File: src/rtl/vx_rr_stream_arb.sv
// Round-robin stream arbiter: shares one valid/ready output channel among
// NUM_INPUTS requesters, steering the winner's payload through a one-hot
// AND-OR select and exporting the grant as sel_out for side-band muxes.
module vx_rr_stream_arb #(
  parameter int NUM_INPUTS = 4,
  parameter int DATAW      = 32,
  parameter int OUT_BUF    = 1
) (
  input  logic                        clk,
  input  logic                        reset,
  input  logic [NUM_INPUTS-1:0]       valid_in,
  input  logic [NUM_INPUTS*DATAW-1:0] data_in,
  output logic [NUM_INPUTS-1:0]       ready_in,
  output logic                        valid_out,
  output logic [DATAW-1:0]            data_out,
  output logic [NUM_INPUTS-1:0]       sel_out,
  input  logic                        ready_out
);

  localparam int PW = (NUM_INPUTS > 1) ? $clog2(NUM_INPUTS) : 1;

  logic                  active_r;
  logic [NUM_INPUTS-1:0] rr_grant;
  logic [NUM_INPUTS-1:0] grant;
  logic [DATAW-1:0]      mux_data;
  logic                  xfer;

  assign xfer = |(valid_in & ready_in);

  // Handshakes stay closed during reset and for the first cycle after it.
  always_ff @(posedge clk) begin
    if (reset) active_r <= 1'b0;
    else       active_r <= 1'b1;
  end

  generate
    if (NUM_INPUTS == 1) begin : g_single
      assign rr_grant = valid_in;
    end else begin : g_rr
      logic [PW-1:0] ptr;
      logic [PW-1:0] ptr_next;

      // First valid requester found scanning ptr, ptr+1, ... wraps around.
      function automatic logic [NUM_INPUTS-1:0] rr_pick(
        input logic [NUM_INPUTS-1:0] req,
        input logic [PW-1:0]         p
      );
        logic [NUM_INPUTS-1:0] onehot;
        rr_pick = '0;
        for (int k = NUM_INPUTS - 1; k >= 0; k--) begin
          onehot    = '0;
          onehot[0] = 1'b1;
          onehot    = onehot << ((int'(p) + k) % NUM_INPUTS);
          if (|(req & onehot)) rr_pick = onehot;
        end
      endfunction

      assign rr_grant = rr_pick(valid_in, ptr);

      // Pointer moves to the slot just after the accepted requester.
      always_comb begin
        ptr_next = '0;
        for (int j = 0; j < NUM_INPUTS; j++) begin
          if (grant[j]) ptr_next = PW'((j + 1) % NUM_INPUTS);
        end
      end

      // Priority pointer only advances on an actual upstream transfer.
      always_ff @(posedge clk) begin
        if (reset)     ptr <= '0;
        else if (xfer) ptr <= ptr_next;
      end
    end
  endgenerate

  // One-hot AND-OR payload select; a zero grant yields zero.
  always_comb begin
    mux_data = '0;
    for (int j = 0; j < NUM_INPUTS; j++) begin
      mux_data = mux_data | (data_in[j*DATAW +: DATAW] & {DATAW{grant[j]}});
    end
  end

  generate
    if (OUT_BUF == 0) begin : g_comb
      logic                  lock_r;
      logic [NUM_INPUTS-1:0] lock_grant_r;

      assign grant     = lock_r ? lock_grant_r : rr_grant;
      assign valid_out = active_r & (|valid_in);
      assign ready_in  = grant & {NUM_INPUTS{ready_out & active_r}};
      assign data_out  = mux_data;
      assign sel_out   = grant & {NUM_INPUTS{valid_out}};

      // Freeze the grant while the output beat is stalled so it stays stable.
      always_ff @(posedge clk) begin
        if (reset) begin
          lock_r       <= 1'b0;
          lock_grant_r <= '0;
        end else if (valid_out && !ready_out) begin
          lock_r       <= 1'b1;
          lock_grant_r <= grant;
        end else if (valid_out && ready_out) begin
          lock_r       <= 1'b0;
        end
      end

      // A locked requester must keep its request up until it is accepted.
      assert property (@(posedge clk) disable iff (reset)
                       lock_r |-> |(valid_in & lock_grant_r))
        else $error("locked requester dropped valid_in before acceptance");
    end else begin : g_buf
      logic                  vld_r;
      logic [DATAW-1:0]      data_r;
      logic [NUM_INPUTS-1:0] sel_r;
      logic                  can_accept;

      assign grant      = rr_grant;
      assign can_accept = active_r & (~vld_r | ready_out);
      assign ready_in   = grant & {NUM_INPUTS{can_accept}};
      assign valid_out  = vld_r;
      assign data_out   = data_r;
      assign sel_out    = sel_r;

      // One-entry output stage; refill takes priority over drain.
      always_ff @(posedge clk) begin
        if (reset) begin
          vld_r  <= 1'b0;
          data_r <= '0;
          sel_r  <= '0;
        end else if (xfer) begin
          vld_r  <= 1'b1;
          data_r <= mux_data;
          sel_r  <= grant;
        end else if (ready_out) begin
          vld_r  <= 1'b0;
          sel_r  <= '0;
        end
      end
    end
  endgenerate

endmodule

File: config.mk
export PLATFORM = sky130hd
export DESIGN_NAME = vx_rr_stream_arb
export DESIGN_NICKNAME = d
export VERILOG_FILES = /design/src/rtl/vx_rr_stream_arb.sv
export SDC_FILE = /design/constraint.sdc
export NUM_CORES = 1
export LEC_CHECK = 0
export BUFFER_PORTS_ARGS = -buffer_cell sky130_fd_sc_hd__buf_2
export CAP_MARGIN = 10
export CORE_MARGIN = 8
export CORE_UTILIZATION = 45
export CTS_BUF_LIST = sky130_fd_sc_hd__clkbuf_4
export DETAILED_ROUTE_END_ITERATION = 8
export PLACE_DENSITY = 0.84
export SLEW_MARGIN = 20
export SYNTH_ARGS = -nofsm -noshare
export SYNTH_HDL_FRONTEND = slang
export SYNTH_SLANG_ARGS = --single-unit
File: constraint.sdc
create_clock -name clk -period 2.26 [get_ports clk]
set_clock_uncertainty 0.1 [all_clocks]
set_input_delay 0.452 -clock clk [delete_from_list [all_inputs] [get_ports clk]]
set_output_delay 0.452 -clock clk [all_outputs]
set_load 0.01 [all_outputs]
* Word-level counts from Yosys, hierarchy flattened *
Index checks and enable logic that the tools add are counted.

word-level totals
  logic and storage cells = 53
  latch bits = 0
  bits in writable memories = 0
  output and inout port bits = 41
  register bits after elaboration = 40
  input bits = 135
  ROM bits = 0
  memories kept = 0

operators by class
  div/mod/pow operators = 0
  equality and inequality tests = 0
  shift-type cells = 4
  mux-type cells = 13
  add/sub/neg operators = 3
  bitwise gates (word level) = 19
  $lt $le $gt $ge = 0
  reductions and logical operators = 9
  multiply operators = 0

operators by type and width
  operator                                           number
  AND 32 bit                                         4
  bitwise OR 32 bit                                  3
  << shifter 1 x 32 -> 4 bit (first input constant)  3
  AND 4 bit                                          6
  2-to-1 mux 4 bit                                   6
  OR reduction 4 bit                                 5
  2-to-1 mux 2 bit                                   3
  OR reduction 2 bit                                 3
  adder 2 bit (second input constant)                2
  2-to-1 mux 1 bit                                   4
  << shifter 1 x 2 -> 4 bit (first input constant)   1
  AND 1 bit (first input constant)                   3
  adder 2 x 1 -> 2 bit (second input constant)       1
  nonzero test 2 bit                                 1
  AND 1 bit                                          1
  inverter 1 bit                                     1
  bitwise OR 1 bit                                   1

* Longest topological paths before layout *
Gate-level depths: netlist of run 1.

  depth after elaboration = 14
  mapped depth = 7
  mapped depth without buffers = 4

* Worst setup path after synthesis of run 1 *
No wires, ideal clock.

  path type = input to output
  start point = input valid_in[1]
  end point = output ready_in[2]
  stages = 7
  data required time = 1.708 ns
  arrival = 1.577 ns
  buffers on the path = 3
  setup slack = 0.131 ns
  cells stage by stage = clkbuf_1 > nor2_1 > a221o_1 > buf_2 > clkbuf_1 > nand4_1 > inv_1

on the way
  cells in the longest elaborated chain, start to end = 7
  elaborated cells on any way between the ends = 13
  classes of those cells = 4 x mux; 5 x bitwise; 4 x reduce/logical

RTL lines
  what                           line  source
  start: declaration             11    input logic [NUM_INPUTS-1:0] valid_in,
  AND 4 bit                      54    if (|(req & onehot)) rr_pick = onehot;
  OR reduction 4 bit             54
  2-to-1 mux 4 bit (3 in a row)  54
  2-to-1 mux 4 bit (*)           54
  AND 4 bit (*)                  120   assign ready_in = grant & {NUM_INPUTS{can_accept}};
  end: declaration               13    output logic [NUM_INPUTS-1:0] ready_in,

Mark *: on every way between the ends. The rest lies on a longest branch, timed or not.

* Final worst setup path of run 1 *
  start point = register g_rr.ptr[0]
  end point = output ready_in[1]

on the way
  cells in the longest elaborated chain, start to end = 11
  elaborated cells on any way between the ends = 26
  classes of those cells = 3 x add/sub; 4 x shift; 4 x mux; 8 x bitwise; 7 x reduce/logical

RTL lines
  what                           line  source
  start: declaration             40    logic [PW-1:0] ptr;
  start signal: assignment       71    else if (xfer) ptr <= ptr_next;
  adder 2 bit                    53    onehot = onehot << ((int'(p) + k) % NUM_INPUTS);
  OR reduction 2 bit (no line)   -
  AND 1 bit (no line)            -
  << shifter 1 x 32 -> 4 bit     53
  AND 4 bit                      54
  OR reduction 4 bit             54
  2-to-1 mux 4 bit (3 in a row)  54
  2-to-1 mux 4 bit (*)           54
  AND 4 bit (*)                  120

Marks and branches as above.

==> results of run 1 <==
[worst max-delay path by stage]
stage,endpoint,start,depth (start not counted)
2_1_floorplan,ready_in[2],valid_in[1],7
3_3_place_gp,sel_out[1],valid_in[3],5
3_5_place_dp,sel_out[1],valid_in[3],5
4_1_cts,ready_in[1],g_rr.ptr[0],5
5_1_grt,ready_in[1],g_rr.ptr[0],5
6_report,ready_in[1],g_rr.ptr[0],5
[worst min-delay path: cells and delay by family]
kind | cells | cell delay (ps)
AOI/OAI and AO/OA | 1 | 80
buffers and inverters | 1 | 90
and+or+nand+nor | 1 | 70
[area by class of cell]
type / instances / area share
repair buffers: 193 / 0.270
clock inverters: 1 / 0.000988
well taps: 77 / 0.0254
clock buffers: 7 / 0.0138
flip-flops and latches: 40 / 0.212
multi-input cells: 295 / 0.471
inverters: 7 / 0.00692
[cells in the final DEF (no fill, tap or decap), types with 2 or more instances in the layout]
master	netlist	layout
dfxtp_1	40	38
buf_2	11	175
inv_1	6	6
nand2_1	35	35
nand2b_1	3	3
buf_4	2	17
a21oi_1	4	4
nand4_1	2	2
nor2b_1	2	2
and3_1	33	33
nand3b_1	3	3
nand3_1	65	65
clkbuf_4	0	7
a311oi_1	34	34
a211oi_1	64	64
nor2_1	37	37
[what timing repair did]
item                       in CTS  in global routing
setup endpoints to repair       0                  2
gates resized for setup         0                  3
buffers inserted                0                  0
[power breakdown]
| part | internal, mW | switching, mW | leakage [nW] |
|---|---|---|---|
| Sequential | 0.770 | 0.0409 | 0.332 |
| Combinational | 0.307 | 0.443 | 1.47 |
| Clock | 0.144 | 0.235 | 0.0338 |
| Total | 1.22 | 0.719 | 1.84 |
[registers in the layout, summed over array words and instances, names as in the netlist]
name and count:
valid_out 1, active_r 1, sel_out 4, data_out 32
g_rr.ptr 2
[stage by stage]
| stage | total power, mW | cell area [um^2] | util | worst slack, ps | instances |
|---|---|---|---|---|---|
| global placement | 1.55 | 3740 | 0.602 | 190 | 612 |
| floorplan | 1.26 | 2830 | - | 131 | 392 |
| finish | 1.94 | 3800 | 0.612 | 148 | 620 |
| global route | 2.05 | 3800 | 0.612 | 21.6 | 620 |
| detailed placement | 1.57 | 3740 | 0.602 | 192 | 612 |
| CTS | 1.95 | 3790 | 0.611 | 39.8 | 620 |
[routing by layer]
layer  vias to the layer above  wire [um]  global-route usage
li1                       1790          -                   -
met1                      1696       4740               0.293
met2                       265       5410               0.398
met3                        31       1330              0.0654
met4                         4        255              0.0962
met5                         -         26                   0
[kinds of logic after synthesis]
logic type | Yosys count
buf+inv | 57
flops | 40
simple gates | 185
compound gates | 110
==> reports/results.tsv, run 1 <==
metric	value	unit
run_status	finished, final reports clean	
end_kind	output pin	
yosys-top-cells-area	dfxtp_1 (28%), a211oi_1 (17%), nand3_1 (11%)	
synth_fa_ha_area_frac	0	
placeableCoreArea	0.00620	mm^2
synth_area_per_cell	7.23	um^2
fp.dieH	95.3	um
vdd_drop_max	360	uV
multi_input_area	0.00179	mm^2
rr_startpoint	g_rr.ptr[1]	
num_rows	29	
ys.flop_type	dfxtp_1	
tightest_slew	766	ps
synth.top_cell.area_share	0.283	
drive_gt1_frac	0.385	
die_w	95.3	um
fillCellCount	566	
yosysWarnings	0	
synth_nets	527	
cts.reportedPaths.clkPinSlew	130	ps
cts_max_level	2	
final.min_clock_period	2110	ps
async_flop_share	0	
p_leak	1.84	nW
required	1710	ps
first_iter_violations	240	
synth.distinct_cells	32	
die_area	0.00909	mm^2
insertion_delay	350	ps
yosysSeqAreaShare	0.283	
powerDensity	511	mW/mm^2
dr_total_vias	3786	
r2r_cells	5	
critPathMaxStageDelay	400	ps
grt_start_max_net_pins	41	
yosys.area_share.simple	0.322	
synth_most_common_cell	nand3_1	
clock_path_buffers	2	
fmax	0.473	GHz
grt_usage	0.242	
synth_mux_area_frac	0	
place_congestion	0.846	
ys_ff_latch	40	
nets	677	
rsz0062_at_grt	false	
io_pins	176	
wl_per_cell	19.0	um
netlist_instances	392	
netlist_top_cells_count	nand3_1 (65), a211oi_1 (64), dfxtp_1 (40)	
numClockSinks	40	
io_buffer_count	175	
routed_wl	11800	um
cp_top_family	flip-flops	
cts_root_buffer	clkbuf_4	
regArea	806	um^2
synth_edf_count	0	
route.detailed.drc	0	
slew-limit-headroom	0.489	
yosys.area.top_type	dfxtp_1	
drv_slew	0	
synth_xor_area_frac	0	
dp_hpwl	8500	um
cap_violations	0	
path_cells	inv_2 > buf_4 > a211o_1 > nor2_1 > buf_2	
crit_slowest_cell	dfxtp_4	
tns	0	ps
netlist_area	0.00283	mm^2
overflow	0	
cts_inserted_buffers	5	
synth_top_family_by_area	simple AND/OR/NAND/NOR gates	
detail-route-antenna-nets	0	
path_max_fanout	19	
cts_tree	built	
hold_start	data_in[71]	
hold_ws	278	ps
hold_class	in -> reg	
start_kind	register	
hold_depth	3	
via_per_inst	6.11	
reg2reg_slack	530	ps
grt_pass1_wl	17700	um
worstReg2RegEnd	data_out[10]	
setup_viol	0	
antenna_found_initial	2	
fin_crit_sh	0.935	
crit_buf_inv	3	
start_util	0.457	
whs_endpoint	data_out[7]	
diodes	0	
hold_violations	0	
synth-compound-area-share	0.307	
grt_pass1_vias	3815	
drt-pass1-iter-count	5	
hold_buffers	0	
crit_type	reg -> out	
arrival	1560	ps
syn_to_final_growth	34.1	%
Power figures use the tool's default switching activity.
==> run 2: changes to the inputs <==
--- a/config.mk
+++ b/config.mk
@@ -12,6 +12,7 @@
 export CTS_BUF_LIST = sky130_fd_sc_hd__clkbuf_4
 export DETAILED_ROUTE_END_ITERATION = 8
 export PLACE_DENSITY = 0.84
+export SETUP_SLACK_MARGIN = 0.5
 export SLEW_MARGIN = 20
 export SYNTH_ARGS = -nofsm -noshare
 export SYNTH_HDL_FRONTEND = slang
==> reports/results.tsv, run 2 (same netlist as run 1, synthesis figures left out) <==
metric	value	unit
overflow	0	
num_rows	29	
tightest_slew	779	ps
p_leak	1.92	nW
powerDensity	523	mW/mm^2
hold_buffers	0	
drv_slew	0	
dr_total_vias	3837	
cts_root_buffer	clkbuf_4	
die_area	0.00909	mm^2
final_common_cell	buf_2	
setup_viol	0	
arrival	1490	ps
antenna_found_initial	0	
dp_hpwl	8460	um
wl_per_cell	18.3	um
fmax	0.490	GHz
final.min_clock_period	2040	ps
run_status	finished, final reports clean	
final_cell_mix	buf_2 (173), nand3_1 (64), a211oi_1 (50)	
die_w	95.3	um
fp.dieH	95.3	um
hold_violations	0	
nets	685	
io_pins	176	
crit_slowest_cell	dfxtp_4	
grt_usage	0.240	
placeableCoreArea	0.00620	mm^2
cts.reportedPaths.clkPinSlew	130	ps
start_kind	register	
drt-pass1-iter-count	5	
rsz0062_at_grt	true	
crit_type	reg -> out	
slew-limit-headroom	0.481	
hold_ws	272	ps
cts_tree	built	
syn_to_final_growth	42.9	%
clock_path_buffers	2	
grt_pass1_wl	17700	um
cts_max_level	2	
largest_register_ffs	32	
required	1710	ps
via_per_inst	6.11	
grt_pass1_vias	3786	
first_iter_violations	218	
detail-route-antenna-nets	0	
vdd_drop_max	240	uV
insertion_delay	350	ps
place_congestion	0.874	
cts_inserted_buffers	5	
start_util	0.457	
route.detailed.drc	0	
numClockSinks	40	
diodes	0	
path_max_fanout	5	
critPathMaxStageDelay	400	ps
fin_crit_sh	0.904	
cap_violations	0	
path_cells	nand2b_4 > a221o_1 > nand4_1 > inv_1 > buf_2	
routed_wl	11500	um
end_kind	output pin	
io_buffer_count	175	
tns	0	ps
fillCellCount	555	
grt_start_max_net_pins	41	
drive_gt1_frac	0.436	
hold_class	in -> reg	
==> run 2: cell count changes in the layout (fill, tap and decap cells not counted), sizes merged <==
cell / delta
bufinv: +1
buf: +8
clkbuf: -1
==> run 2: report_power, final <==
part	switching (mW)	internal [mW]
Sequential	0.0395	0.769
Clock	0.248	0.244
Combinational	0.467	0.349
==> run 2: path summary, 6_finish.rpt <==
check | start | to | slack, ps | depth (start not counted)
min reg2reg | data_out[9] | data_out[9] | 400 | 2
max | g_rr.ptr[0] | ready_in[2] | 220 | 5
max reg2reg | g_rr.ptr[1] | data_out[17] | 570 | 5
min | data_in[83] | data_out[19] | 270 | 3
==> run 2: area by class of cell <==
| cell class | count | area, um^2 | share of cell area |
|---|---|---|---|
| Clock buffer | 6 | 45.0 | 0.0111 |
| Tap cell | 77 | 96.3 | 0.0238 |
| Multi-Input combinational cell | 295 | 1910 | 0.471 |
| Clock inverter | 2 | 35.0 | 0.00866 |
| Timing Repair Buffer | 201 | 1120 | 0.278 |
| Sequential cell | 40 | 808 | 0.200 |
| Inverter | 7 | 33.8 | 0.00835 |
==> run 2: per-layer routing <==
layer | wire length (um) | track usage
met3 | 1310 | 0.0583
met1 | 4220 | 0.271
met2 | 5640 | 0.417
met5 | 0 | 0
met4 | 314 | 0.111
==> run 2: per-stage QoR <==
| step | worst slack [ps] | std cells | total power, mW | area, um^2 | utilization |
|---|---|---|---|---|---|
| 5_1_grt | 106 | 628 | 2.23 | 4050 | 0.652 |
| 3_5_place_dp | 190 | 615 | 1.57 | 3790 | 0.611 |
| 4_1_cts | 196 | 627 | 2.09 | 3960 | 0.638 |
| 6_report | 217 | 628 | 2.12 | 4050 | 0.652 |
| 2_1_floorplan | 226 | 392 | 1.28 | 2930 | - |
| 3_3_place_gp | 248 | 615 | 1.56 | 3790 | 0.611 |
==> run 2: critical path, delay by kind of cell (launching register included) <==
| kind | cells | cell delay (ps) |
|---|---|---|
| buffers and inverters | 2 | 180 |
| AOI/OAI and AO/OA | 1 | 300 |
| DFF | 1 | 400 |
| and+or+nand+nor | 2 | 270 |
==> run 2: timing repair <==
action | CTS | global route
gates resized for setup | 14 | 17
endpoints found under the setup margin | 27 | 37
pin swaps | 7 | 3
setup buffers | 4 | 1
